$ cat src/rtl/sub9bits_serial.sv
// Bit-serial 9-bit subtractor: D = A - B one bit per clock, LSB first.
// start/done handshake; D[9] carries the borrow-out unless stop forces it low.
module sub9bits_serial (
   input  logic       clk,
   input  logic       Reset,
   input  logic       start,
   input  logic [8:0] A,
   input  logic [8:0] B,
   input  logic       stop,
   output logic       busy,
   output logic       done,
   output logic [9:0] D
);

   typedef enum logic [1:0] {
      ST_IDLE = 2'd0,
      ST_RUN  = 2'd1,
      ST_DONE = 2'd2
   } state_t;

   state_t      state_q;
   logic [8:0]  ra_q;
   logic [8:0]  rb_q;
   logic [7:0]  rd_q;
   logic        bw_q;
   logic [3:0]  cnt_q;
   logic        busy_q;
   logic        done_q;
   logic [9:0]  d_q;

   logic        diff_bit_d;
   logic        bw_d;
   logic [8:0]  rd_d;

   // One full-subtractor bit slice plus the result shift register's next value
   always_comb begin
      diff_bit_d = ra_q[0] ^ rb_q[0] ^ bw_q;
      bw_d       = (~ra_q[0] & rb_q[0]) | (~(ra_q[0] ^ rb_q[0]) & bw_q);
      rd_d       = {diff_bit_d, rd_q};
   end

   // Control FSM, operand/result shift registers and registered outputs
   always_ff @(posedge clk) begin
      if (Reset) begin
         state_q <= ST_IDLE;
         ra_q    <= 9'd0;
         rb_q    <= 9'd0;
         rd_q    <= 8'd0;
         bw_q    <= 1'b0;
         cnt_q   <= 4'd0;
         busy_q  <= 1'b0;
         done_q  <= 1'b0;
         d_q     <= 10'd0;
      end else begin
         case (state_q)
            ST_IDLE: begin
               done_q <= 1'b0;
               if (start) begin
                  ra_q    <= A;
                  rb_q    <= B;
                  rd_q    <= 8'd0;
                  bw_q    <= 1'b0;
                  cnt_q   <= 4'd0;
                  busy_q  <= 1'b1;
                  state_q <= ST_RUN;
               end else begin
                  busy_q  <= 1'b0;
                  state_q <= ST_IDLE;
               end
            end
            ST_RUN: begin
               ra_q   <= {1'b0, ra_q[8:1]};
               rb_q   <= {1'b0, rb_q[8:1]};
               rd_q   <= rd_d[8:1];
               bw_q   <= bw_d;
               cnt_q  <= cnt_q + 4'd1;
               busy_q <= 1'b1;
               // The ninth bit completes the word; stop is only honoured here
               if (cnt_q == 4'd8) begin
                  d_q     <= {(stop ? 1'b0 : bw_d), rd_d};
                  done_q  <= 1'b1;
                  state_q <= ST_DONE;
               end else begin
                  done_q  <= 1'b0;
                  state_q <= ST_RUN;
               end
            end
            ST_DONE: begin
               done_q  <= 1'b0;
               busy_q  <= 1'b0;
               state_q <= ST_IDLE;
            end
            default: begin
               done_q  <= 1'b0;
               busy_q  <= 1'b0;
               state_q <= ST_IDLE;
            end
         endcase
      end
   end

   assign busy = busy_q;
   assign done = done_q;
   assign D    = d_q;

endmodule
$ cat config.mk
export PLATFORM = sky130hd
export DESIGN_NAME = sub9bits_serial
export DESIGN_NICKNAME = d
export VERILOG_FILES = /design/src/rtl/sub9bits_serial.sv
export SDC_FILE = /design/constraint.sdc
export NUM_CORES = 1
export LEC_CHECK = 0
export CAP_MARGIN = 10
export CELL_PAD_IN_SITES_DETAIL_PLACEMENT = 1
export CELL_PAD_IN_SITES_GLOBAL_PLACEMENT = 2
export CORE_ASPECT_RATIO = 0.75
export CORE_MARGIN = 1.5
export CORE_UTILIZATION = 36
export DETAILED_ROUTE_END_ITERATION = 8
export DONT_BUFFER_PORTS = 1
export HOLD_SLACK_MARGIN = 0.05
export PLACE_DENSITY_LB_ADDON = 0.1
export SLEW_MARGIN = 20
export SYNTH_ARGS = -nofsm -noshare
export SYNTH_HDL_FRONTEND = slang
export SYNTH_SLANG_ARGS = --single-unit
$ cat constraint.sdc
create_clock -name clk -period 1.6 [get_ports clk]
set_input_delay 0.32 -clock clk [delete_from_list [all_inputs] [get_ports clk]]
set_output_delay 0.32 -clock clk [all_outputs]
set_load 0.005 [all_outputs]
==> results of run 1 <==
[cell families (layout without fill, tap and decap cells)]
| logic type | Yosys count | count (layout) | share of synthesized area |
|---|---|---|---|
| buf+inv | 24 | 21 | 0.0664 |
| flops | 45 | 45 | 0.498 |
| fa+ha+maj | 3 | 3 | 0.0249 |
| compound gates | 69 | 69 | 0.246 |
| simple gates | 68 | 68 | 0.165 |
[layout make-up]
type,instances,area [um2],share of cell area
Clock inverter,2,37.5,0.0191
Inverter,5,18.8,0.00954
Multi-Input combinational cell,140,793,0.403
Tap cell,60,75.1,0.0381
Timing Repair Buffer,8,60.1,0.0305
Sequential cell,45,901,0.458
Clock buffer,6,82.6,0.0420
[worst max-delay path: cells and delay by family, from the launching register on]
kind,cells,cell delay [ns]
buf+inv,1,0.26
flops,1,0.45
simple gates,2,0.43
compound gates,1,0.21
[state kept, by name (all words and copies together) (netlist names)]
register and count:
done 1, busy 1, ra_q 9, D 10, rb_q 9, bw_q 1
cnt_q 4, rd_q 8, state_q 2
[routing by layer]
metal	vias up	wire length, um	GRT usage
met3	7	264	0.0530
met4	0	51	0.0615
met5	-	0	0
met2	32	1950	0.267
li1	725	-	-
met1	736	2290	0.263
[cells in the mapped netlist]
cell type,number
or3_1,1
o21ba_2,1
nand2_1,18
a22oi_1,11
clkbuf_1,7
nand4_1,1
and4b_1,1
nor3_1,4
o21ai_0,9
fa_1,1
o21bai_1,1
a221oi_1,1
dfxtp_1,45
nor2b_1,1
ha_1,2
a311oi_1,1
nand3_1,10
buf_4,4
nand4b_1,1
a21oi_1,26
inv_1,5
a31oi_1,1
nand2b_1,1
buf_6,1
a311oi_2,1
buf_1,1
nor3b_1,1
nor2_1,29
buf_2,6
a2bb2oi_1,1
o211a_1,1
a211oi_1,15
[worst paths after layout]
kind / endpoint / cells past startpoint
worst max-delay path: cnt_q[2] / 4
worst min-delay path: ra_q[6] / 1
worst max register to register: cnt_q[2] / 4
worst min register to register: D[4] / 2
[where the power goes]
| group | internal (mW) | switching (mW) | leakage [nW] | total (mW) |
|---|---|---|---|---|
| clock | 0.508 | 0.411 | 0.0574 | 0.919 |
| combinational | 0.0749 | 0.111 | 0.304 | 0.186 |
| sequential | 1.17 | 0.0308 | 0.368 | 1.20 |
==> run metrics, run 1 <==
Seq/Total Area, Yosys=0.498; post-route ant nets=0; Placed Area=1850 um2; most frequent cells in the layout=dfxtp_1 (45), nor2_1 (29), a21oi_1 (26), nand2_1 (18), a211oi_1 (15); Finish-stage setup viols=0; post-synthesis cell count=209; Post-CTS Setup Bufs=0; most common cell after layout, fill and taps aside=dfxtp_1; crit share post-route=0.885; core area=just under 5000 um2; GPL Wtd Cong=0.704; Ys Warns=0; Worst-Skew Late Latency=0.30 ns; Syn Std Cell Area=1810 um2; DR vias/cell=5.64; Initial Util=0.371; IO Pins=34; power per cell area=roughly 1200 nW/um2; Slew HR=0.692; port buffer count=0; Residual DRC=4; Critical path origin=state_q[0]; Synth cell types=32; Pre-Repair DR Iteration Count=6; final hold slack=0.0768 ns; status=finished, violations left; post_cts resized=0; top-area cell type share of the netlist area=0.498; Clk pin slew, worst setup/hold paths=0.09 ns; syn_area_per_cell=approximately 8.7 um2; utilization after layout=0.404; Max IR drop VDD=0.000434 V; Final Power=approximately 2.3 mW; first-pass GRT wire length=7780 um; CTS tree=built; die area=5460 um2; CP Max Fanout=10; Startpoint Class=register; initial antenna violation count=0; largest net degree at the start of global routing=46; reg2reg start=state_q[0]; cts hold-fix bufs=0; Hold WC Path Type=in -> reg; slowest stage cell, crit path=dfxtp_1; CP Cell Sequence=nand2b_1, buf_4, o211a_1, nor3_1; Worst EP arrival=1.65 ns; H-tree depth=2; via count=1500; Synth Register Bits=45; count of final hold-check violations=0; # clock sinks=45; Worst setup EP type=register; final worst slack=0.185 ns; Non-Filler Instances=266; Fill cells=around 570; worst-case clock skew=0.00375 ns; cts bufs inserted=5; WL per Instance=17.1 um; row cnt=22; Final min period=about 1.4 ns; max-slew violation count=0; CTS Root Cell=clkbuf_8; Hold Path Origin=Reset; cell leakage power=around 0.73 nW; Finished Cell Area=1970 um2; ANT cells=0; initial detailed-routing violation count=~130; grt ovf=0; WP data required=about 1.8 ns; Max Fclk=706 MHz; Final #Nets=230; die width=84.9 um; r2r setup slk=0.18 ns; area leader, netlist=dfxtp_1; RSZ-0062 raised after global routing=false; clock tree buffer depth=2; setup TNS=0 ns; largest stage delay on the critical path=0.45 ns; Net Count, Synth=234; critical path class=reg -> reg; Placed Cells=258; vias in the first global route=1510; layout cell share with drive strength beyond 1=0.0971; Area contributors post-synth=dfxtp_1 (50%), a21oi_1 (7.2%), a211oi_1 (6.2%); actual slew at the worst max-slew pin=0.461 ns; post-place setup slack=0.115 ns; gr usage total=0.185; total of max-cap violations=0; failing checks=design-rule violations; final wirelength=4560 um; Layout area overhead=8.78%; HPWL Detailed=3180 um; Die Height=64.4 um
Power figures use the tool's default switching activity.
==> run 2: changes to the inputs <==
==> constraint.sdc (replaced) <==
create_clock -name clk -period 1.6 [get_ports clk]
set_input_delay 0.32 -clock clk [delete_from_list [all_inputs] [get_ports clk]]
set_output_delay 0.32 -clock clk [all_outputs]
set_load 0.05 [all_outputs]
==> run metrics, run 2 (synthesis gave the netlist of run 1 again) <==
Fill cells=590 (was 567); Placed Cells=267 (was 258); RSZ-0062 raised after global routing=false (unchanged); critical path class=reg -> reg (unchanged); crit path capture=ra_q[2] (was cnt_q[2]); Die Height=64.4 um (unchanged); r2r worst-path depth=4 (unchanged); post-place setup slack=0.154 ns (was 0.115 ns); ANT cells=0 (unchanged); Worst EP arrival=1.62 ns (was 1.65 ns); CTS Root Cell=clkbuf_8 (unchanged); H-tree depth=2 (unchanged); power per cell area=1020 nW/um2 (was 1170 nW/um2); Crit path max-delay family=flip-flops (unchanged); actual slew at the worst max-slew pin=0.516 ns (was 0.461 ns); largest stage delay on the critical path=0.48 ns (was 0.45 ns); slowest stage cell, crit path=dfxtp_1 (unchanged); reg2reg start=state_q[0] (unchanged); R2R Path End=ra_q[2] (was cnt_q[2]); failing checks=design-rule violations (unchanged); WP depth=4 (unchanged); Pre-Repair DR Iteration Count=6 (unchanged); r2r setup slk=0.17 ns (was 0.18 ns); WL per Instance=15.6 um (was 17.1 um); Worst-Skew Late Latency=0.28 ns (was 0.30 ns); layout cell share with drive strength beyond 1=0.120 (was 0.0971); grt ovf=0 (unchanged); Slew HR=0.656 (was 0.692); clock tree buffer depth=2 (unchanged); first-pass GRT wire length=7620 um (was 7780 um); worst-case clock skew=0.00563 ns (was 0.00375 ns); port buffer count=0 (unchanged); cts bufs inserted=5 (unchanged); CP Max Fanout=15 (was 10); cts hold-fix bufs=0 (unchanged); Initial Util=0.371 (unchanged); WP data required=1.79 ns (was 1.83 ns); Critical path origin=state_q[0] (unchanged); crit share post-route=0.896 (was 0.885); initial antenna violation count=0 (unchanged); most frequent cells in the layout=dfxtp_1 (45), nor2_1 (29), a21oi_1 (26), nand2_1 (18), buf_4 (18) (was dfxtp_1 (45), nor2_1 (29), a21oi_1 (26), nand2_1 (18), a211oi_1 (15)); Max IR drop VDD=0.000344 V (was 0.000434 V); CTS tree=built (unchanged); Startpoint Class=register (unchanged); most common cell after layout, fill and taps aside=dfxtp_1 (unchanged); Finish-stage setup viols=0 (unchanged); Layout area overhead=10.7% (was 8.78%); post-route ant nets=0 (unchanged); initial detailed-routing violation count=48 (was 127); gr usage total=0.175 (was 0.185); row cnt=22 (unchanged); core area=4870 um2 (unchanged); setup TNS=0 ns (unchanged); via count=1493 (was 1500); die width=84.9 um (unchanged); count of final hold-check violations=0 (unchanged); die area=5460 um2 (unchanged); Post-CTS Setup Bufs=0 (unchanged); utilization after layout=0.411 (was 0.404); vias in the first global route=1610 (was 1510); largest net degree at the start of global routing=46 (unchanged); GPL Wtd Cong=0.733 (was 0.704); DR vias/cell=5.41 (was 5.64); max-slew violation count=0 (unchanged); final wirelength=4300 um (was 4560 um); CP Cell Sequence=nor2b_1, buf_4, a21oi_1, a211oi_1 (was nand2b_1, buf_4, o211a_1, nor3_1); cell leakage power=0.766 nW (was 0.730 nW); Non-Filler Instances=276 (was 266); HPWL Detailed=3070 um (was 3180 um); post_cts resized=0 (unchanged); IO Pins=34 (unchanged); total of max-cap violations=0 (unchanged); status=finished, violations left (unchanged); Clk pin slew, worst setup/hold paths=0.08 ns (was 0.09 ns); # clock sinks=45 (unchanged); max reg flops=10 (unchanged); Hold WC Path Type=in -> reg (unchanged); Max Fclk=697 MHz (was 706 MHz); Worst setup EP type=register (unchanged); Residual DRC=4 (unchanged); final worst slack=0.166 ns (was 0.185 ns); Crit path buffers/inverters=1 (unchanged); Final #Nets=240 (was 230); Final min period=1.43 ns (was 1.42 ns)
==> run 2: cell types whose count changed in the layout (fill, tap and decap cells not counted) <==
| cell | previous run | this run |
|---|---|---|
| buf_4 | 8 | 18 |
| clkbuf_1 | 0 | 3 |
| and4b_1 | 0 | 1 |
| and4b_2 | 1 | 0 |
| bufinv_16 | 1 | 0 |
| clkbuf_8 | 6 | 5 |
| clkinvlp_4 | 1 | 0 |
==> run 2: layout make-up <==
type	instances	area (um2)	share of cell area
Timing Repair Buffer	18	135	0.0675
Tap cell	60	75.1	0.0375
Sequential cell	45	901	0.450
Multi-Input combinational cell	140	792	0.396
Inverter	5	18.8	0.00938
Clock buffer	8	80.1	0.0400
==> run 2: per-layer routing <==
metal  GRT usage  share of wire  vias to the layer above  wire length (um)
met5           0              0                        -                 0
met4      0.0389         0.0051                        0                22
met3      0.0594          0.051                        2               219
met2       0.279           0.46                       19              1960
met1       0.230           0.49                      726              2100
li1            -              -                      746                 -
==> run 2: how the worst min path moves through the flow <==
| stage | start | end | slack (ns) | depth (start not counted) |
|---|---|---|---|---|
| global placement | Reset | D[0] | 0.40 | 1 |
| floorplan | rd_q[0] | D[0] | 0.44 | 2 |
| detailed placement | Reset | D[1] | 0.40 | 1 |
| global route | Reset | ra_q[6] | 0.08 | 1 |
| finish | Reset | D[4] | 0.1 | 1 |
| CTS | Reset | D[1] | 0.09 | 1 |
==> run 2: worst register-to-register path, stage by stage (launching register included) <==
cell,delay [ns]
dfxtp_1,0.48
nor2b_1,0.23
buf_4,0.25
a21oi_1,0.11
a211oi_1,0.27
==> run 2: metrics by stage <==
step | instance area (um2) | power (mW) | hold slack, ns
after floorplan | 1810 | 1.39 | 0.444
after global placement | 1910 | 1.41 | 0.395
after detailed placement | 1910 | 1.42 | 0.398
after CTS | 1990 | 2.09 | 0.0893
after global routing | 2000 | 2.17 | 0.0811
final | 2000 | 2.05 | 0.0981
==> run 2: where the power goes <==
group	internal, mW	total [mW]	switching [mW]
clock	0.311	0.656	0.345
sequential	1.17	1.21	0.0371
combinational	0.0773	0.188	0.110
